[config.mk]
export PLATFORM = sky130hd
export DESIGN_NAME = mmu_bus_ctrl
export DESIGN_NICKNAME = d
export VERILOG_FILES = /design/src/rtl/mmu_bus_ctrl.sv
export SDC_FILE = /design/constraint.sdc
export NUM_CORES = 1
export LEC_CHECK = 0
export CAP_MARGIN = 15
export CORE_ASPECT_RATIO = 1.25
export CORE_MARGIN = 8
export CORE_UTILIZATION = 49
export CTS_BUF_LIST = sky130_fd_sc_hd__clkbuf_4 sky130_fd_sc_hd__clkbuf_8 sky130_fd_sc_hd__clkbuf_16
export DETAILED_ROUTE_END_ITERATION = 6
export HOLD_SLACK_MARGIN = 0.05
export PLACE_DENSITY = 0.87
export SYNTH_ARGS = -nofsm -noshare
export SYNTH_HDL_FRONTEND = slang
export SYNTH_SLANG_ARGS = --single-unit
[constraint.sdc]
create_clock -name clk -period 3.9 [get_ports clk]
set_input_delay 0.78 -clock clk [delete_from_list [all_inputs] [get_ports clk]]
set_output_delay 0.78 -clock clk [all_outputs]
set_load 0.005 [all_outputs]
[src/rtl/mmu_bus_ctrl.sv]
// CPU-side bus controller: region decode with fixed 1-cycle read return,
// SPART TX/RX FIFOs, sticky unmapped-access fault and SPU result registers for VGA.
module mmu_bus_ctrl #(
  parameter int DATA_W   = 32,
  parameter int TX_DEPTH = 8,
  parameter int RX_DEPTH = 8,
  parameter int SPU_REGS = 16,
  parameter int VGA_CH   = 3
) (
  input  logic                        clk,
  input  logic                        rst_n,
  input  logic                        cpu_req,
  input  logic                        cpu_we,
  input  logic [31:0]                 cpu_addr,
  input  logic [DATA_W-1:0]           cpu_wdata,
  output logic [DATA_W-1:0]           cpu_rdata,
  output logic                        cpu_rvalid,
  output logic                        imem_en,
  output logic [31:0]                 imem_addr,
  input  logic [DATA_W-1:0]           imem_rdata,
  output logic                        dmem_en,
  output logic                        dmem_we,
  output logic [31:0]                 dmem_addr,
  output logic [DATA_W-1:0]           dmem_wdata,
  input  logic [DATA_W-1:0]           dmem_rdata,
  output logic [7:0]                  tx_data,
  output logic                        tx_valid,
  input  logic                        tx_ready,
  input  logic [7:0]                  rx_data,
  input  logic                        rx_valid,
  input  logic                        spu_res_we,
  input  logic [$clog2(SPU_REGS)-1:0] spu_res_addr,
  input  logic [31:0]                 spu_res_data,
  output logic [32*VGA_CH-1:0]        vga_data,
  output logic                        fault
);

  localparam int TX_AW = $clog2(TX_DEPTH);
  localparam int RX_AW = $clog2(RX_DEPTH);

  localparam logic [4:0] OFF_TX    = 5'h00;
  localparam logic [4:0] OFF_STAT  = 5'h04;
  localparam logic [4:0] OFF_CNT   = 5'h08;
  localparam logic [4:0] OFF_RX    = 5'h0C;
  localparam logic [4:0] OFF_FADDR = 5'h10;
  localparam logic [4:0] OFF_CLR   = 5'h14;

  typedef enum logic [1:0] {
    SEL_IMEM = 2'd0,
    SEL_DMEM = 2'd1,
    SEL_MMIO = 2'd2,
    SEL_NONE = 2'd3
  } sel_e;

  logic [7:0]      r_tx_mem [TX_DEPTH];
  logic [TX_AW-1:0] r_tx_wp, r_tx_rp;
  logic [TX_AW:0]  r_tx_cnt;
  logic            r_tx_ovf;
  logic [7:0]      r_rx_mem [RX_DEPTH];
  logic [RX_AW-1:0] r_rx_wp, r_rx_rp;
  logic [RX_AW:0]  r_rx_cnt;
  logic            r_rx_ovf;
  logic            r_fault;
  logic [31:0]     r_fault_addr;
  logic            r_rvalid;
  sel_e            r_sel;
  logic [31:0]     r_mmio_val;
  logic [31:0]     r_spu [SPU_REGS];

  logic       w_is_imem, w_is_dmem, w_is_mmio, w_unmapped;
  logic       w_rd, w_wr;
  logic [4:0] w_off;
  sel_e       w_sel;
  logic       w_tx_full, w_tx_pop, w_tx_push_req, w_tx_push, w_tx_ovf_set;
  logic       w_rx_full, w_rx_empty, w_rx_pop, w_rx_push, w_rx_ovf_set;
  logic [2:0] w_clr;
  logic [31:0] w_mmio_rd;

  assign w_is_imem  = (cpu_addr[23:20] == 4'h0);
  assign w_is_dmem  = (cpu_addr[23:20] == 4'h8) || (cpu_addr[23:20] == 4'h9);
  assign w_is_mmio  = (cpu_addr[23:20] == 4'hA);
  assign w_unmapped = cpu_req & ~(w_is_imem | w_is_dmem | w_is_mmio);
  assign w_rd       = cpu_req & ~cpu_we;
  assign w_wr       = cpu_req & cpu_we;
  assign w_off      = cpu_addr[4:0];

  assign imem_en    = cpu_req & w_is_imem;
  assign imem_addr  = {17'h0, cpu_addr[14:0]};
  assign dmem_en    = cpu_req & w_is_dmem;
  assign dmem_we    = dmem_en & cpu_we;
  assign dmem_addr  = {11'h0, cpu_addr[20:0]};
  assign dmem_wdata = cpu_wdata;

  always_comb begin
    if (w_is_imem)      w_sel = SEL_IMEM;
    else if (w_is_dmem) w_sel = SEL_DMEM;
    else if (w_is_mmio) w_sel = SEL_MMIO;
    else                w_sel = SEL_NONE;
  end

  // A full FIFO still accepts a push when it is popped in the same cycle
  assign w_tx_full     = (r_tx_cnt == (TX_AW+1)'(TX_DEPTH));
  assign tx_valid      = (r_tx_cnt != '0);
  assign tx_data       = r_tx_mem[r_tx_rp];
  assign w_tx_pop      = tx_valid & tx_ready;
  assign w_tx_push_req = w_wr & w_is_mmio & (w_off == OFF_TX);
  assign w_tx_push     = w_tx_push_req & (~w_tx_full | w_tx_pop);
  assign w_tx_ovf_set  = w_tx_push_req & w_tx_full & ~w_tx_pop;

  assign w_rx_full     = (r_rx_cnt == (RX_AW+1)'(RX_DEPTH));
  assign w_rx_empty    = (r_rx_cnt == '0);
  assign w_rx_pop      = w_rd & w_is_mmio & (w_off == OFF_RX) & ~w_rx_empty;
  assign w_rx_push     = rx_valid & (~w_rx_full | w_rx_pop);
  assign w_rx_ovf_set  = rx_valid & w_rx_full & ~w_rx_pop;

  assign w_clr = (w_wr & w_is_mmio & (w_off == OFF_CLR)) ? cpu_wdata[2:0] : 3'b000;

  always_comb begin
    w_mmio_rd = '0;
    case (w_off)
      OFF_STAT:  w_mmio_rd[3:0] = {r_tx_ovf, r_rx_ovf, w_tx_full, w_rx_empty};
      OFF_CNT:   w_mmio_rd = {16'(r_rx_cnt), 16'(r_tx_cnt)};
      OFF_RX:    if (!w_rx_empty) w_mmio_rd[7:0] = r_rx_mem[r_rx_rp];
      OFF_FADDR: w_mmio_rd = r_fault_addr;
      default:   w_mmio_rd = '0;
    endcase
  end

  always_ff @(posedge clk or negedge rst_n) begin
    if (!rst_n) begin
      r_tx_wp  <= '0;
      r_tx_rp  <= '0;
      r_tx_cnt <= '0;
      r_tx_ovf <= 1'b0;
      for (int i = 0; i < TX_DEPTH; i++) r_tx_mem[i] <= '0;
    end else begin
      if (w_tx_push) begin
        r_tx_mem[r_tx_wp] <= cpu_wdata[7:0];
        r_tx_wp           <= r_tx_wp + TX_AW'(1);
      end
      if (w_tx_pop) r_tx_rp <= r_tx_rp + TX_AW'(1);
      if (w_tx_push & ~w_tx_pop)      r_tx_cnt <= r_tx_cnt + (TX_AW+1)'(1);
      else if (~w_tx_push & w_tx_pop) r_tx_cnt <= r_tx_cnt - (TX_AW+1)'(1);
      if (w_tx_ovf_set)  r_tx_ovf <= 1'b1;
      else if (w_clr[1]) r_tx_ovf <= 1'b0;
    end
  end

  always_ff @(posedge clk or negedge rst_n) begin
    if (!rst_n) begin
      r_rx_wp  <= '0;
      r_rx_rp  <= '0;
      r_rx_cnt <= '0;
      r_rx_ovf <= 1'b0;
      for (int i = 0; i < RX_DEPTH; i++) r_rx_mem[i] <= '0;
    end else begin
      if (w_rx_push) begin
        r_rx_mem[r_rx_wp] <= rx_data;
        r_rx_wp           <= r_rx_wp + RX_AW'(1);
      end
      if (w_rx_pop) r_rx_rp <= r_rx_rp + RX_AW'(1);
      if (w_rx_push & ~w_rx_pop)      r_rx_cnt <= r_rx_cnt + (RX_AW+1)'(1);
      else if (~w_rx_push & w_rx_pop) r_rx_cnt <= r_rx_cnt - (RX_AW+1)'(1);
      if (w_rx_ovf_set)  r_rx_ovf <= 1'b1;
      else if (w_clr[2]) r_rx_ovf <= 1'b0;
    end
  end

  // Only the first fault address is kept until software clears the flag
  always_ff @(posedge clk or negedge rst_n) begin
    if (!rst_n) begin
      r_fault      <= 1'b0;
      r_fault_addr <= '0;
    end else if (w_unmapped) begin
      r_fault <= 1'b1;
      if (!r_fault) r_fault_addr <= cpu_addr;
    end else if (w_clr[0]) begin
      r_fault <= 1'b0;
    end
  end

  assign fault = r_fault;

  always_ff @(posedge clk or negedge rst_n) begin
    if (!rst_n) begin
      r_rvalid   <= 1'b0;
      r_sel      <= SEL_NONE;
      r_mmio_val <= '0;
    end else begin
      r_rvalid <= w_rd;
      if (w_rd) begin
        r_sel      <= w_sel;
        r_mmio_val <= w_mmio_rd;
      end
    end
  end

  assign cpu_rvalid = r_rvalid;

  always_comb begin
    cpu_rdata = '0;
    if (r_rvalid) begin
      case (r_sel)
        SEL_IMEM: cpu_rdata = imem_rdata;
        SEL_DMEM: cpu_rdata = dmem_rdata;
        SEL_MMIO: cpu_rdata = DATA_W'(r_mmio_val);
        default:  cpu_rdata = '0;
      endcase
    end
  end

  always_ff @(posedge clk or negedge rst_n) begin
    if (!rst_n) begin
      for (int i = 0; i < SPU_REGS; i++) r_spu[i] <= '0;
    end else if (spu_res_we) begin
      r_spu[spu_res_addr] <= spu_res_data;
    end
  end

  for (genvar k = 0; k < VGA_CH; k++) begin : g_vga
    assign vga_data[32*k +: 32] = r_spu[k];
  end

endmodule
# After elaboration in Yosys (flattened, before gate mapping)
# Index checks and enable logic that the tools add are counted.
# totals
elab_cells,165
out_inout_bits,238
reg_bits,730
inputBits,179
# op_classes
n_mux,35
n_reduce_logical,15
eq_ne,12
order_cmp,8
add_sub_neg,8
bitwise,42
# ops
operator,n
512-bit bitwise mux,1
64-bit bitwise mux,2
32-bit demux with 4-bit select,1
32-bit case mux with 3 select lines,1
32-bit two-way mux,2
8-bit two-way mux,7
8-bit binary-select mux with 3-bit select,2
8-bit demux with 3-bit select,2
24-bit case mux with 2 select lines,1
1-bit AND,23
"4-bit equality test, second input constant",5
"4-bit >= comparator, second input constant",4
4-bit two-way mux,4
3-bit inverter with 4-bit output,4
4-bit case mux with 4 select lines,1
"3-bit by 1-bit adder with 3-bit output, second input constant",4
"5-bit by 4-bit equality test with 1-bit output, second input constant",2
"5-bit equality test, second input constant",2
1-bit inverter,10
2-bit nonzero test,5
"4-bit by 1-bit adder with 4-bit output, second input constant",2
4-bit zero test,2
"4-bit by 1-bit < comparator with 1-bit output, second input constant",2
4-bit case mux with 2 select lines,1
17 further kinds,30

# Depth between registers and ports, before layout
# depth
ltp_word,11
mapped_depth,13
depth_no_buf,11

# Least setup slack after synthesis
# Ideal clock, no wire load.
# synth_path
path_kind,input to register
from,input cpu_addr[1]
to,register r_rx_cnt[3]
path_slack_ns,0.117
required_ns,3.820
n_path_buf,1
cell_stages,12
t_arrival_ns,3.703
setup_ns,0.080
path_cell_list,or4b_2 > or3b_2 > buf_2 > nor3_1 > inv_1 > ha_1 > inv_1 > ha_1 > a21o_1 > a21oi_1 > mux2i_1 > xnor2_1
# synth_via
elab_chain_cells,8
elab_cells_between_ends,11
cone_classes,1 x eq/ne; 1 x mux; 8 x bitwise; 1 x reduce/logical
# synth_rtl
element,line_no,source
start: declaration,14,"input logic [31:0] cpu_addr,"
5-bit by 4-bit equality test with 1-bit output (*),112,assign w_rx_pop = w_rd & w_is_mmio & (w_off == OFF_RX) & ~w_rx_empty;
1-bit AND (*) (2 in series),112,
1-bit OR,113,assign w_rx_push = rx_valid & (~w_rx_full | w_rx_pop);
1-bit AND,113,
1-bit inverter,163,else if (~w_rx_push & w_rx_pop) r_rx_cnt <= r_rx_cnt - (RX_AW+1)'(1);
1-bit AND,163,
2-bit nonzero test (no source line),--,
end signal: assignment,162,if (w_rx_push & ~w_rx_pop) r_rx_cnt <= r_rx_cnt + (RX_AW+1)'(1);
end signal: assignment,163,
end: declaration,61,logic [RX_AW:0] r_rx_cnt;
# Mark *: on every way between the ends. The rest lies on a longest branch, timed or not.
# A chain may end at the register's enable or synchronous reset.

# Worst setup path after layout
# Same ends and word-level chain as after synthesis.

==> reports/results.ini <==
[status]
outcome = finished, final reports clean

[pwr]
design_power_total_mw = 10.5
proportion_of_power_drawn_by_combinational_gates = 0.244
power.density_cell_area_nw_per_um2 = 532
clock_share_of_power = 0.334
power.leakage_nw = 8.82
share_of_total_power_in_sequential_cells = 0.422
reported_net_switching_power_mw = 2.86
worst_ir_drop_vdd_uv = 409
intPower_mw = 7.59
p_sw_frac = 0.274

[final_layout]
final_layout_size_suffix_gt1_frac = 0.251
final_cells = 1878
layout-area-overhead-vs-synth_pct = 31.0
finalCoreUtilization = 0.652
nets = 1641
fill_cells = 2079

[placed_design]
io_buffers = 340
post-place-ws_ns = -0.0723
post-dp-hpwl_um = 31200
dpl.cell_count = 1815
place_congestion = 0.808

[logic_synthesis]
synth.cell_area_um2 = 15000
synth_sequential_area_ratio = 0.524
synth_ff_type = sky130_fd_sc_hd__dfrtp_1
post_synth_main_area_contributors = sky130_fd_sc_hd__dfrtp_1 (52%), sky130_fd_sc_hd__mux2_2 (15%), sky130_fd_sc_hd__buf_4 (4.8%), sky130_fd_sc_hd__mux4_2 (4.8%), sky130_fd_sc_hd__o2bb2ai_1 (3.7%)
post-synth-top-area-fraction = 0.521
synthesis.instances = 1162
yosysWarnings = 0
ys_ff_latch = 314
avgSynthCellArea_um2 = 12.9
post-synth-top-area-cell = sky130_fd_sc_hd__dfrtp_1
synth.lib_cells_used.distinct = 49
asyncSetResetFlopFracSynth = 1.00
synth_enable_flop_cells = 0

[routing]
routed_via_density = 5.55
drt.antenna.violating_nets = 0
routed_wire_length_per_instance_um = 23.0
initialDrtViolationCount = 723
drt_pass1_iterations = 5
routed_wl_um = 43300
routed-via-count = 10400
post-route-drc-count = 0

[cts]
hold_buffers = 0
clk-insertion-delay-late_ns = 0.50
cts-root-buf = sky130_fd_sc_hd__clkbuf_16
cts.htree.levels = 2
max-clock-path-buffers = 3
post_cts.repair.setup_buffers = 0
cts_inserted_buffers = 34
tritoncts = yes
cts.sink_count = 314
cts_resized = 0
clock_transition_at_the_register_clock_pins_on_the_worst_setup_and_hold_paths_after_cts_ns = 0.06

[floorplan]
coreArea_um2 = 30100
io-pin-count = 417
dieHeight_um = 212
core.rowCount = 71
design.die.area_um2 = 36500
dieWidth_um = 172
starting_utilization_of_the_core_area = 0.498

[setup_path]
worst_path_largest_cell_delay_ns = 0.71
cp_num_buf_inv = 3
setup.worst_path.end_class = flip-flop
worst_path_max_delay_cell = sky130_fd_sc_hd__or4b_2
worst-endpoint-required_ns = 4.32
path_delay_family = simple AND/OR/NAND/NOR gates
cp.arrival_ns = 3.96
cp_max_fo = 2
worstPathCellList = clkdlybuf4s50_1 -> or4b_2 -> or3b_2 -> nor3_1 -> inv_1 -> ha_1 -> inv_1 -> ha_1 -> a21o_1 -> a21oi_1 -> mux2i_1 -> xnor2_1
path_class = input pin to flip-flop
start_kind = input pin

[sta]
setup_violations = 0
max-slew-margin-rel = 0.322
worst_slew_pin_slew_ns = 1.02
finalCritPeriodShare = 0.907
hold_violations = 0
timing.fmax_ghz = 0.283
finalCriticalPeriod_ns = 3.54
fin_ws_ns = 0.362
clock_skews_ns = 0.0120
setup_total_negative_slack_ns = 0
final-max-slew-violation-count = 0
setup_repair_after_global_routing_missed_its_margin = no

[global_route]
grt_pass1_vias = 11400
first_pass_grt_wire_length_um = 66400
grt_overflow = 0
initial_antenna_violation_count = 2
grt_max_degree = 110
grt_resource_usage_total = 0.235

[hold_path]
min-delay-path-class = input pin to async pin

[run]
max_cap_viol_count = 0

## area by class of cell
type / count / area, um^2 / share of cell area
sequential: 314 / 7860 / 0.400
multi-input combinational: 707 / 6210 / 0.316
timing repair buffer: 383 / 3780 / 0.193
clock buffer: 49 / 1050 / 0.0533
tap: 401 / 502 / 0.0256
clock inverter: 13 / 193 / 0.00981
inverter: 10 / 37.5 / 0.00191
antenna: 1 / 2.50 / 0.000127
## per-stage QoR
step | cell area (um^2) | hold WS (ns)
2_1_floorplan | 15100 | 0.438
5_1_grt | 19600 | 0.415
3_3_place_gp | 18400 | 0.451
3_5_place_dp | 18400 | 0.456
6_report | 19600 | 0.349
4_1_cts | 19600 | 0.383
## registers in the layout, indices dropped and copies added (netlist names)
| name | flops |
|---|---|
| cpu_rvalid | 1 |
| fault | 1 |
| r_fault_addr | 32 |
| r_mmio_val | 32 |
| r_rx_cnt | 4 |
| r_rx_mem | 64 |
| r_rx_ovf | 1 |
| r_rx_rp | 3 |
| r_rx_wp | 3 |
| r_sel | 2 |
| r_tx_cnt | 4 |
| r_tx_mem | 64 |
| r_tx_ovf | 1 |
| r_tx_rp | 3 |
| r_tx_wp | 3 |
| vga_data | 96 |
## per-layer routing
layer / track usage / wire, um / part of all wire / vias to the layer above
met4: 0.114 / 2110 / 0.049 / 2
met2: 0.406 / 21600 / 0.50 / 432
met5: 0 / 13 / 0.00030 / -
met1: 0.255 / 15200 / 0.35 / 5233
li1: - / - / - / 4632
met3: 0.0785 / 4380 / 0.10 / 118
## path summary, 6_finish.rpt
| check | slack (ns) | end | startpoint | depth (start not counted) |
|---|---|---|---|---|
| max in group asynchronous | 2.55 | vga_data[19] | rst_n | 2 |
| max | 0.36 | r_rx_cnt[3] | cpu_addr[1] | 12 |
| min in group clk | 0.46 | r_mmio_val[22] | r_mmio_val[22] | 2 |
| min reg2reg | 0.46 | r_mmio_val[22] | r_mmio_val[22] | 2 |
| max reg2reg | 0.79 | r_tx_cnt[3] | r_tx_cnt[1] | 11 |
| min | 0.35 | r_rx_mem[61] | rst_n | 1 |
## power by group through the flow
| stage | registers, mW | logic [mW] | clock network [mW] |
|---|---|---|---|
| 3_5_place_dp | 4.43 | 2.54 | 0 |
| 6_report | 4.41 | 2.55 | 3.49 |
| 4_1_cts | 4.40 | 2.57 | 3.55 |
| 2_1_floorplan | 4.25 | 1.47 | 0 |
| 5_1_grt | 4.48 | 2.76 | 3.69 |
| 3_3_place_gp | 4.39 | 2.47 | 0 |
## logic make-up (layout without fill, tap and decap cells)
kind of cell | count (synthesis) | in the layout | share of synthesized area
buf+inv | 168 | 455 | 0.0684
other cells | 1 | 29 | 0.000250
simple gates | 245 | 245 | 0.0916
mux | 280 | 280 | 0.231
flops | 314 | 314 | 0.524
compound gates | 127 | 127 | 0.0646
xor+xnor | 15 | 15 | 0.00877
fa+ha+maj | 12 | 12 | 0.0110
## cell usage after synthesis (all sizes together) (3+ instances only)
library cell,n
a221oi,6
and2,38
mux2i,42
buf,120
nand3,27
nor4b,5
nand2,95
nor3,10
nand2b,12
nand4b,4
a21oi,3
xnor2,11
a31oi,3
a221o,6
mux2,206
nand4,5
ha,10
nor4,5
o21ai,37
or4b,6
or2,3
nor2b,3
nor2,25
mux4,32
dfrtp,312
o2bb2ai,64
inv,10
xor2,4
clkbuf,38
## cell usage in the layout, fill, tap and decap left out, types with 4 or more instances in the layout
cell type,n
sky130_fd_sc_hd__clkbuf_4,7
sky130_fd_sc_hd__mux2i_1,42
sky130_fd_sc_hd__bufinv_16,5
sky130_fd_sc_hd__inv_1,10
sky130_fd_sc_hd__nor4b_1,4
sky130_fd_sc_hd__a221oi_1,6
sky130_fd_sc_hd__buf_12,4
sky130_fd_sc_hd__mux4_2,32
sky130_fd_sc_hd__nand3_1,27
sky130_fd_sc_hd__nand4_2,4
sky130_fd_sc_hd__o21ai_0,37
sky130_fd_sc_hd__nand2b_1,11
sky130_fd_sc_hd__xnor2_1,11
sky130_fd_sc_hd__ha_1,10
sky130_fd_sc_hd__a221o_1,6
sky130_fd_sc_hd__nor2_1,24
sky130_fd_sc_hd__mux2_2,206
sky130_fd_sc_hd__nand4b_2,4
sky130_fd_sc_hd__dfrtp_1,312
sky130_fd_sc_hd__nand2_1,95
sky130_fd_sc_hd__clkbuf_16,37
sky130_fd_sc_hd__nor3_1,9
sky130_fd_sc_hd__xor2_1,4
sky130_fd_sc_hd__clkdlybuf4s50_1,339
sky130_fd_sc_hd__or4b_1,4
sky130_fd_sc_hd__buf_4,39
sky130_fd_sc_hd__clkbuf_8,5
sky130_fd_sc_hd__o2bb2ai_1,64
sky130_fd_sc_hd__and2_1,38
sky130_fd_sc_hd__clkinv_2,7
sky130_fd_sc_hd__conb_1,28
Power figures use the tool's default switching activity.
